===== config.mk =====
export PLATFORM = sky130hd
export DESIGN_NAME = dp_mem_responder
export DESIGN_NICKNAME = d
export VERILOG_FILES = /design/src/rtl/cpu_types_pkg.sv /design/src/rtl/mem_responder_pkg.sv /design/src/rtl/req_watchdog.sv /design/src/rtl/dp_mem_responder.sv
export SDC_FILE = /design/constraint.sdc
export NUM_CORES = 1
export LEC_CHECK = 0
export CAP_MARGIN = 0
export CELL_PAD_IN_SITES_DETAIL_PLACEMENT = 0
export CELL_PAD_IN_SITES_GLOBAL_PLACEMENT = 1
export CORE_MARGIN = 8
export CORE_UTILIZATION = 34
export CTS_CLUSTER_DIAMETER = 40
export DETAILED_ROUTE_END_ITERATION = 10
export PLACE_DENSITY_LB_ADDON = 0.1
export SLEW_MARGIN = 15
export SYNTH_ARGS = -nofsm -noshare
export SYNTH_HDL_FRONTEND = slang
export SYNTH_SLANG_ARGS = --single-unit

===== constraint.sdc =====
create_clock -name CLK -period 3.3 [get_ports CLK]
set_input_delay 0.66 -clock CLK [delete_from_list [all_inputs] [get_ports CLK]]
set_output_delay 0.66 -clock CLK [all_outputs]
set_load 0.005 [all_outputs]

===== src/rtl/cpu_types_pkg.sv =====
// Shared CPU-wide types.
//   word_t : one 32-bit machine word (addresses, instructions, data).
package cpu_types_pkg;
    localparam int WORD_W = 32;
    typedef logic [WORD_W-1:0] word_t;
endpackage


===== src/rtl/mem_responder_pkg.sv =====
// Types for the datapath memory responder.
//   ramstate_t   : RAM handshake encoding presented on ramstate.
//   resp_state_t : responder FSM states, also exported on the debug port.
//   word_t       : machine word, re-exported from cpu_types_pkg.
package mem_responder_pkg;
    typedef cpu_types_pkg::word_t word_t;

    typedef enum logic [1:0] {
        FREE   = 2'd0,
        BUSY   = 2'd1,
        ACCESS = 2'd2,
        ERROR  = 2'd3
    } ramstate_t;

    typedef enum logic [2:0] {
        IDLE   = 3'd0,
        IREQ   = 3'd1,
        DREQ   = 3'd2,
        RESP   = 3'd3,
        HALTED = 3'd4,
        FAULT  = 3'd5
    } resp_state_t;
endpackage


===== src/rtl/req_watchdog.sv =====
// Per-transaction attempt timer and retry counter.
//   CLK, nRST         : clock, asynchronous active-low reset
//   clear             : zero both counters (no transaction in flight / done)
//   tick              : an attempt is on the RAM bus this cycle
//   err               : RAM reported ERROR this cycle
//   expire            : attempt has been on the bus for TIMEOUT cycles
//   retries_exhausted : MAX_RETRY retries already used
module req_watchdog #(
    parameter int TIMEOUT   = 64,
    parameter int MAX_RETRY = 3
) (
    input  logic CLK,
    input  logic nRST,
    input  logic clear,
    input  logic tick,
    input  logic err,
    output logic expire,
    output logic retries_exhausted
);
    localparam int TW = $clog2(TIMEOUT) + 1;
    localparam int RW = (MAX_RETRY < 1) ? 1 : $clog2(MAX_RETRY + 1);
    localparam logic [TW-1:0] T_LAST = TW'(TIMEOUT - 1);
    localparam logic [TW-1:0] T_SAT  = '1;
    localparam logic [RW-1:0] R_MAX  = RW'(MAX_RETRY);

    logic [TW-1:0] timer;
    logic [RW-1:0] retry;
    logic          attempt_fail;

    assign expire            = tick && (timer >= T_LAST);
    assign retries_exhausted = (retry >= R_MAX);
    assign attempt_fail      = tick && (err || expire);

    always_ff @(posedge CLK or negedge nRST) begin
        if (!nRST) begin
            timer <= '0;
            retry <= '0;
        end else if (clear) begin
            timer <= '0;
            retry <= '0;
        end else if (attempt_fail) begin
            // A failed attempt restarts the timer; the retry count never
            // passes MAX_RETRY, the FSM faults instead.
            timer <= '0;
            if (!retries_exhausted)
                retry <= retry + 1'b1;
        end else if (tick && (timer != T_SAT)) begin
            timer <= timer + 1'b1;
        end
    end
endmodule


===== src/rtl/dp_mem_responder.sv =====
// Memory-side responder for the datapath I/D request interface.
// Takes one request at a time (D before I), runs it on a single-ported
// variable-latency RAM, and answers with a one-cycle ihit/dhit pulse.
//   CLK, nRST                         : clock, asynchronous active-low reset
//   imemREN, imemaddr                 : instruction fetch request
//   imemload, ihit                    : fetched word (registered), response pulse
//   dmemREN, dmemWEN, dmemaddr,
//   dmemstore                         : data read/write request
//   dmemload, dhit                    : load word (registered), response pulse
//   halt                              : datapath halted
//   ramREN, ramWEN, ramaddr, ramstore : RAM command
//   ramload, ramstate                 : RAM read data and handshake state
//   halted, fault                     : sticky terminal status
//   dbg_state                         : current FSM state
module dp_mem_responder
    import mem_responder_pkg::*;
#(
    parameter int TIMEOUT   = 64,
    parameter int MAX_RETRY = 3
) (
    input  logic        CLK,
    input  logic        nRST,
    input  logic        imemREN,
    input  logic [31:0] imemaddr,
    output logic [31:0] imemload,
    output logic        ihit,
    input  logic        dmemREN,
    input  logic        dmemWEN,
    input  logic [31:0] dmemaddr,
    input  logic [31:0] dmemstore,
    output logic [31:0] dmemload,
    output logic        dhit,
    input  logic        halt,
    output logic        ramREN,
    output logic        ramWEN,
    output logic [31:0] ramaddr,
    output logic [31:0] ramstore,
    input  logic [31:0] ramload,
    input  logic [1:0]  ramstate,
    output logic        halted,
    output logic        fault,
    output resp_state_t dbg_state
);
    // Handshake: the datapath holds a request level (imemREN, or
    // dmemREN/dmemWEN) with stable address/data until it sees the matching
    // hit pulse; a request is taken only in IDLE and is never preempted.
    // On the RAM side an issued command is held until ramstate == ACCESS
    // (done) or ERROR / watchdog expiry (attempt failed).

    resp_state_t state, next_state;

    word_t addr_q, store_q, imemload_q, dmemload_q;
    logic  write_q;    // latched D op is a write
    logic  src_d_q;    // current transaction came from the D port
    logic  gap_q;      // one idle cycle between a failed attempt and the reissue
    logic  dropped_q;  // requester withdrew before the response

    logic in_req, active, access, ram_err;
    logic latch_d, latch_i, set_gap;
    logic expire, retries_exhausted;

    assign in_req  = (state == IREQ) || (state == DREQ);
    assign active  = in_req && !gap_q;
    assign access  = active && (ramstate == ACCESS);
    assign ram_err = (ramstate == ERROR);

    req_watchdog #(
        .TIMEOUT   (TIMEOUT),
        .MAX_RETRY (MAX_RETRY)
    ) u_watchdog (
        .CLK               (CLK),
        .nRST              (nRST),
        .clear             (!in_req || access),
        .tick              (active),
        .err               (ram_err),
        .expire            (expire),
        .retries_exhausted (retries_exhausted)
    );

    always_comb begin
        next_state = state;
        latch_d    = 1'b0;
        latch_i    = 1'b0;
        set_gap    = 1'b0;
        case (state)
            IDLE: begin
                if (halt) begin
                    next_state = HALTED;
                end else if (dmemREN || dmemWEN) begin
                    next_state = DREQ;
                    latch_d    = 1'b1;
                end else if (imemREN) begin
                    next_state = IREQ;
                    latch_i    = 1'b1;
                end
            end
            IREQ, DREQ: begin
                if (!gap_q) begin
                    // Completion wins over a coincident timer expiry.
                    if (ramstate == ACCESS) begin
                        next_state = RESP;
                    end else if (ram_err || expire) begin
                        if (retries_exhausted)
                            next_state = FAULT;
                        else
                            set_gap = 1'b1;
                    end
                end
            end
            RESP:    next_state = IDLE;
            HALTED:  next_state = HALTED;
            FAULT:   next_state = FAULT;
            default: next_state = IDLE;
        endcase
    end

    always_ff @(posedge CLK or negedge nRST) begin
        if (!nRST) begin
            state      <= IDLE;
            addr_q     <= '0;
            store_q    <= '0;
            write_q    <= 1'b0;
            src_d_q    <= 1'b0;
            gap_q      <= 1'b0;
            dropped_q  <= 1'b0;
            imemload_q <= '0;
            dmemload_q <= '0;
        end else begin
            state <= next_state;
            gap_q <= set_gap;
            if (latch_d) begin
                addr_q    <= dmemaddr;
                store_q   <= dmemstore;
                write_q   <= dmemWEN;
                src_d_q   <= 1'b1;
                dropped_q <= 1'b0;
            end else if (latch_i) begin
                addr_q    <= imemaddr;
                store_q   <= '0;
                write_q   <= 1'b0;
                src_d_q   <= 1'b0;
                dropped_q <= 1'b0;
            end
            if ((state == IREQ && !imemREN) ||
                (state == DREQ && !(dmemREN || dmemWEN)))
                dropped_q <= 1'b1;
            // Data is captured even for a withdrawn request.
            if (access && !write_q) begin
                if (state == DREQ)
                    dmemload_q <= ramload;
                else
                    imemload_q <= ramload;
            end
        end
    end

    assign ramREN    = active && ((state == IREQ) || !write_q);
    assign ramWEN    = active && (state == DREQ) && write_q;
    assign ramaddr   = addr_q;
    assign ramstore  = store_q;
    assign ihit      = (state == RESP) && !src_d_q && !dropped_q;
    assign dhit      = (state == RESP) &&  src_d_q && !dropped_q;
    assign imemload  = imemload_q;
    assign dmemload  = dmemload_q;
    assign halted    = (state == HALTED);
    assign fault     = (state == FAULT);
    assign dbg_state = state;
endmodule


==> flow_metrics.py, run 1 <==
metrics = {
    "logic_synthesis": {
        "avgSynthCellArea_um2": 12.90,
        "netlist_area_um2": 5987,
        "synthArstFlopShare": 1.000,
        "ys_types": 49,
        "synth-edff-count": 0,
        "synth-seq-cells": 144,
        "ys_warn_count": 0,
        "synth_flop_cell": "dfrtp_1",
        "synthCells": 464,
        "ys_seq_area_frac": 0.6019,
        "syn-num-nets": 602,
    },
    "sta": {
        "fmax_mhz": 331.6,
        "relSlewSlack": 0.4619,
        "setup_viol": 0,
        "finalSetupTns_ns": 0,
        "grt_setup_unrepaired": "false",
        "hold_viol": 0,
        "fin_crit_ns": 3.016,
        "finalMaxSlewViolations": 0,
        "worst_slew_pin_slew_ns": 0.8071,
        "timing.final.crit_share": 0.9139,
        "skew_ns": 0.007917,
    },
    "critical_path": {
        "path_class": "flop to primary output",
        "rrSetupSlack_ns": 0.87,
        "r2r_start": "u_watchdog.timer[0]",
        "worstRegToRegCells": 5,
        "crit_required_ns": 2.64,
        "cp_max_fo": 10,
        "worstPathArrival_ns": 2.36,
        "worstReg2RegEnd": "u_watchdog.timer[2]",
        "crit_path_start_kind": "flop",
        "critPathCaptureType": "primary output",
    },
    "grt": {
        "grt_use_total": 0.1789,
        "grt_max_degree": 79,
        "antenna_found_initial": 2,
        "overflow": 0,
        "grt_pass1_wl_mm": 30.59,
        "grt_pass1_vias": 5342,
    },
    "placement": {
        "hpwl_mm": 14.59,
        "portBuffers": 272,
        "placed_cells": 942,
        "globalplace.congestion": 0.7639,
    },
    "power": {
        "peakVddDrop_v": 0.0003780,
        "p_clk_frac": 0.268,
        "p_per_area_nw_per_um2": 708.3,
        "p_int_uw": 4863,
        "p_leak_uw": 0.004305,
        "power_switching_uw": 1881,
        "pwr-share-seq": 0.397,
        "combPwrFrac": 0.335,
        "switching_share": 0.2789,
    },
    "cts": {
        "tritoncts": "yes",
        "clk_pin_slew_worst_paths_ns": 0.06,
        "post_cts_buffers": 0,
        "root_buffer": "clkbuf_16",
        "hold_buffers": 0,
        "clockBufferDepth": 2,
        "clock-sinks": 144,
        "cts_made_buffers": 17,
        "ctsHtreeMaxLevel": 4,
        "clk_latency_ns": 0.41,
        "post_cts_resized": 0,
    },
    "min_path": {
        "hp-class": "input pin to async pin",
    },
    "cells_and_area": {
        "drive_gt1_frac": 0.1482,
        "final_util": 0.5523,
        "final_cells": 975,
        "area_growth_pct": 59.02,
        "final_nets": 874,
        "mostFrequentLayoutCell": "clkdlybuf4s50_1",
        "layout_common_cells": "271 x clkdlybuf4s50_1, 144 x dfrtp_1, 64 x mux2_2",
    },
    "route": {
        "drcViolationCount": 0,
        "wire_per_inst_um": 20.19,
        "drt_iter0_markers": 276,
        "routed_wl_mm": 19.68,
        "vias_per_cell": 4.964,
        "vias": 4840,
        "drt_first_pass_iters": 6,
        "ant_nets": 0,
    },
    "run_status": {
        "status": "finished, final reports clean",
    },
    "die": {
        "die_area_um2": 22110,
        "ios": 273,
        "start_util": 0.3473,
        "die_w_um": 148.7,
        "rows": 48,
        "die_h_um": 148.7,
        "core_um2": 17240,
    },
    "run": {
        "cap_violations": 0,
    },
}
## layer usage
metal	global-route usage	routed length, um	vias up
li1	-	-	2238
met1	0.1907	7230	2393
met2	0.3091	10290	176
met3	0.07414	1683	31
met4	0.07088	457	2
met5	0	17	-
## flip-flops by register name, summed over array words and instances, names as in the netlist, 2 cells and up
register and count:
dmemload 32, imemload 32, ramaddr 32, ramstore 32
u_watchdog.timer 7, dbg_state 3, u_watchdog.retry 2
## worst max-delay path: stages (launching register included)
cell	delay, ns
dfrtp_1	0.55
inv_1	0.20
or3_1	0.40
a211oi_1	0.23
clkdlybuf4s50_1	0.56
## worst max-delay path by stage
stage	depth (start not counted)	to	start
detailed placement	4	u_watchdog.timer[2]	ramstate[0]
global placement	5	dbg_state[1]	halt
finish	4	ramREN	dbg_state[1]
floorplan	5	imemload[10]	ramstate[0]
global route	4	ramREN	dbg_state[1]
CTS	4	ramREN	dbg_state[1]
## Yosys cell counts (2+ instances only)
cell type	number	area share
dfrtp_1	144	0.60
mux2_2	64	0.12
nand2_1	41	0.026
o21ai_0	36	0.030
a22o_1	33	0.048
mux2i_1	32	0.054
a21oi_1	10	0.0084
nor2_1	10	0.0063
clkbuf_1	9	0.0056
buf_2	8	0.0067
buf_1	6	0.0038
buf_4	4	0.0050
inv_1	4	0.0025
nand3_1	4	0.0033
nor4_1	4	0.0042
a21o_1	3	0.0038
nand2b_1	3	0.0031
nor3_1	3	0.0025
o211ai_1	3	0.0038
or3_1	3	0.0031
or4_1	3	0.0038
a311oi_1	2	0.0029
and2_1	2	0.0021
and4_1	2	0.0029
ha_1	2	0.0042
nor2b_1	2	0.0021
nor3b_1	2	0.0025
o311ai_0	2	0.0029
o31a_1	2	0.0029
o31ai_1	2	0.0025
## power groups by stage
stage	registers (uW)	logic (uW)	clock network, uW
CTS	2680	2310	1860
global placement	2670	2270	0
finish	2680	2260	1810
floorplan	2680	698	0
detailed placement	2700	2300	0
global route	2760	2440	1940
## layout make-up
type,count,area [um2]
antenna,1,2.502
inverter,4,15.01
clock inverter,13,112.6
sequential,144,3603
tap,225,281.5
timing repair buffer,280,2809
multi-input combinational,289,2253
clock buffer,19,442.9
fill,1472,7716
## through the flow
step	hold WS [ns]	total power, uW	setup WS (ns)	area, um2
6_report	0.2043	6744	0.2842	9520
5_1_grt	0.2383	7132	0.08617	9520
4_1_cts	0.2141	6857	0.2375	9518
3_5_place_dp	0.4817	4994	0.5953	8962
3_3_place_gp	0.4786	4942	0.6634	8962
2_1_floorplan	0.3644	3374	1.360	5987
## logic make-up (layout without fill, tap and decap cells)
group           Yosys count  count (layout)  synth area share
flops                   144             144            0.6019
other cells               0               1                 0
simple gates             85              85           0.06939
mux                      97              97            0.1758
xor+xnor                  1               1          0.002718
buf+inv                  31             316           0.02361
fa+ha+maj                 2               2          0.004179
compound gates          104             104            0.1225
Power figures use the tool's default switching activity.
==> run 2, diff against run 1 <==
CAP_MARGIN = not set   (was 0)
SETUP_SLACK_MARGIN = 0.1   (was not set)
==> run 2 against run 1 <==
Compared with the run above: final cell count unchanged; highest routed layer unchanged; sequential share of layout area about the same; critical path depth unchanged; register-to-register slack about the same; final area about the same; maximum frequency up 4.7%; worst setup slack better by 0.13 ns; total power about the same; clock power about the same; clock skew unchanged; wire length unchanged; via count unchanged.
==> flow_metrics.py, run 2 (same netlist as run 1, synthesis figures left out) <==
metrics = {
    "critical_path": {
        "worstRegToRegCells": 5,
        "path_cells": "inv_1 > or3_1 > a211oi_1 > clkdlybuf4s50_1",
        "rrSetupSlack_ns": 0.87,
        "cp_max_fo": 10,
        "crit_required_ns": 2.64,
        "r2r_start": "u_watchdog.timer[0]",
        "slowest_delay_ns": 0.56,
        "worstPathArrival_ns": 2.22,
        "critPathSlowestCell": "clkdlybuf4s50_1",
        "path_class": "flop to primary output",
        "worstReg2RegEnd": "u_watchdog.timer[2]",
        "critPathCaptureType": "primary output",
        "crit_path_start_kind": "flop",
        "cp-startpoint": "dbg_state[1]",
    },
    "min_path": {
        "hp-class": "input pin to async pin",
    },
    "cells_and_area": {
        "drive_gt1_frac": 0.1495,
        "final_util": 0.5524,
        "area_growth_pct": 59.04,
        "mostFrequentLayoutCell": "clkdlybuf4s50_1",
        "final_nets": 874,
        "layout_common_cells": "271 x clkdlybuf4s50_1, 143 x dfrtp_1, 64 x mux2_2",
    },
    "sta": {
        "worst_slew_pin_slew_ns": 0.8071,
        "relSlewSlack": 0.4619,
        "finalMaxSlewViolations": 0,
        "setup_viol": 0,
        "timing.final.crit_share": 0.8730,
        "fin_crit_ns": 2.881,
        "hold_viol": 0,
        "grt_setup_unrepaired": "false",
        "fmax_mhz": 347.1,
        "skew_ns": 0.007917,
        "finalSetupTns_ns": 0,
    },
    "placement": {
        "globalplace.congestion": 0.7639,
        "portBuffers": 272,
        "hpwl_mm": 14.59,
    },
    "die": {
        "ios": 273,
        "die_w_um": 148.7,
        "start_util": 0.3473,
        "die_h_um": 148.7,
        "die_area_um2": 22110,
        "rows": 48,
        "core_um2": 17240,
    },
    "grt": {
        "grt_pass1_wl_mm": 30.59,
        "antenna_found_initial": 2,
        "grt_use_total": 0.1789,
        "overflow": 0,
        "grt_max_degree": 79,
        "grt_pass1_vias": 5342,
    },
    "power": {
        "peakVddDrop_v": 0.0003780,
        "p_per_area_nw_per_um2": 708.3,
        "p_leak_uw": 0.004303,
    },
    "route": {
        "ant_nets": 0,
        "drt_iter0_markers": 276,
        "routed_wl_mm": 19.68,
        "drcViolationCount": 0,
        "vias_per_cell": 4.964,
        "drt_first_pass_iters": 6,
        "wire_per_inst_um": 20.19,
        "vias": 4840,
    },
    "cts": {
        "clk_pin_slew_worst_paths_ns": 0.06,
        "clockBufferDepth": 2,
        "cts_made_buffers": 17,
        "ctsHtreeMaxLevel": 4,
        "post_cts_buffers": 0,
        "root_buffer": "clkbuf_16",
        "post_cts_resized": 0,
        "clk_latency_ns": 0.41,
        "hold_buffers": 0,
        "tritoncts": "yes",
        "clock-sinks": 144,
    },
    "run": {
        "cap_violations": 0,
    },
    "run_status": {
        "status": "finished, final reports clean",
    },
}
## run 2: cell counts in the layout (fill, tap and decap cells not counted)
No cell type changed its count.
## run 2: report_power, final
group	internal, uW	switching, uW
clock	1060	751
sequential	2320	358
combinational	1480	772
## run 2: layout make-up
class,count,area (um2)
Clock buffer,19,442.9
Sequential cell,144,3605
Multi-Input combinational cell,289,2253
Inverter,4,15.01
Fill cell,1471,7715
Tap cell,225,281.5
Clock inverter,13,112.6
Timing Repair Buffer,280,2809
Antenna cell,1,2.502
## run 2: worst max-delay path by stage
| stage | slack [ns] | cells after the start | end |
|---|---|---|---|
| 3_5_place_dp | 0.60 | 4 | u_watchdog.timer[2] |
| 3_3_place_gp | 0.66 | 5 | dbg_state[1] |
| 2_1_floorplan | 1.36 | 5 | imemload[10] |
| 4_1_cts | 0.24 | 4 | ramREN |
| 5_1_grt | 0.25 | 4 | ramREN |
| 6_report | 0.42 | 4 | ramREN |
## run 2: stage by stage
step | total power (uW) | setup WS [ns] | std cells | area, um2 | hold WS (ns)
after floorplan | 3374 | 1.360 | 464 | 5987 | 0.3644
after global placement | 4942 | 0.6634 | 942 | 8962 | 0.4786
after detailed placement | 4994 | 0.5953 | 942 | 8962 | 0.4817
after CTS | 6857 | 0.2375 | 974 | 9518 | 0.2141
after global routing | 7132 | 0.2511 | 975 | 9522 | 0.2383
final | 6744 | 0.4191 | 975 | 9522 | 0.2043
## run 2: routing by layer
metal,vias to the layer above,part of all wire,global-route usage
met5,-,0.00086,0
met4,2,0.023,0.07088
met3,31,0.086,0.07414
met2,176,0.52,0.3091
met1,2393,0.37,0.1907
li1,2238,-,-
## run 2: worst max-delay path, delay by kind of cell (launching register included)
| family | cells | cell delay (ns) |
|---|---|---|
| flip-flops | 1 | 0.48 |
| AND/OR/NAND/NOR | 1 | 0.39 |
| AO/OA/AOI/OAI | 1 | 0.23 |
| buffers and inverters | 2 | 0.72 |
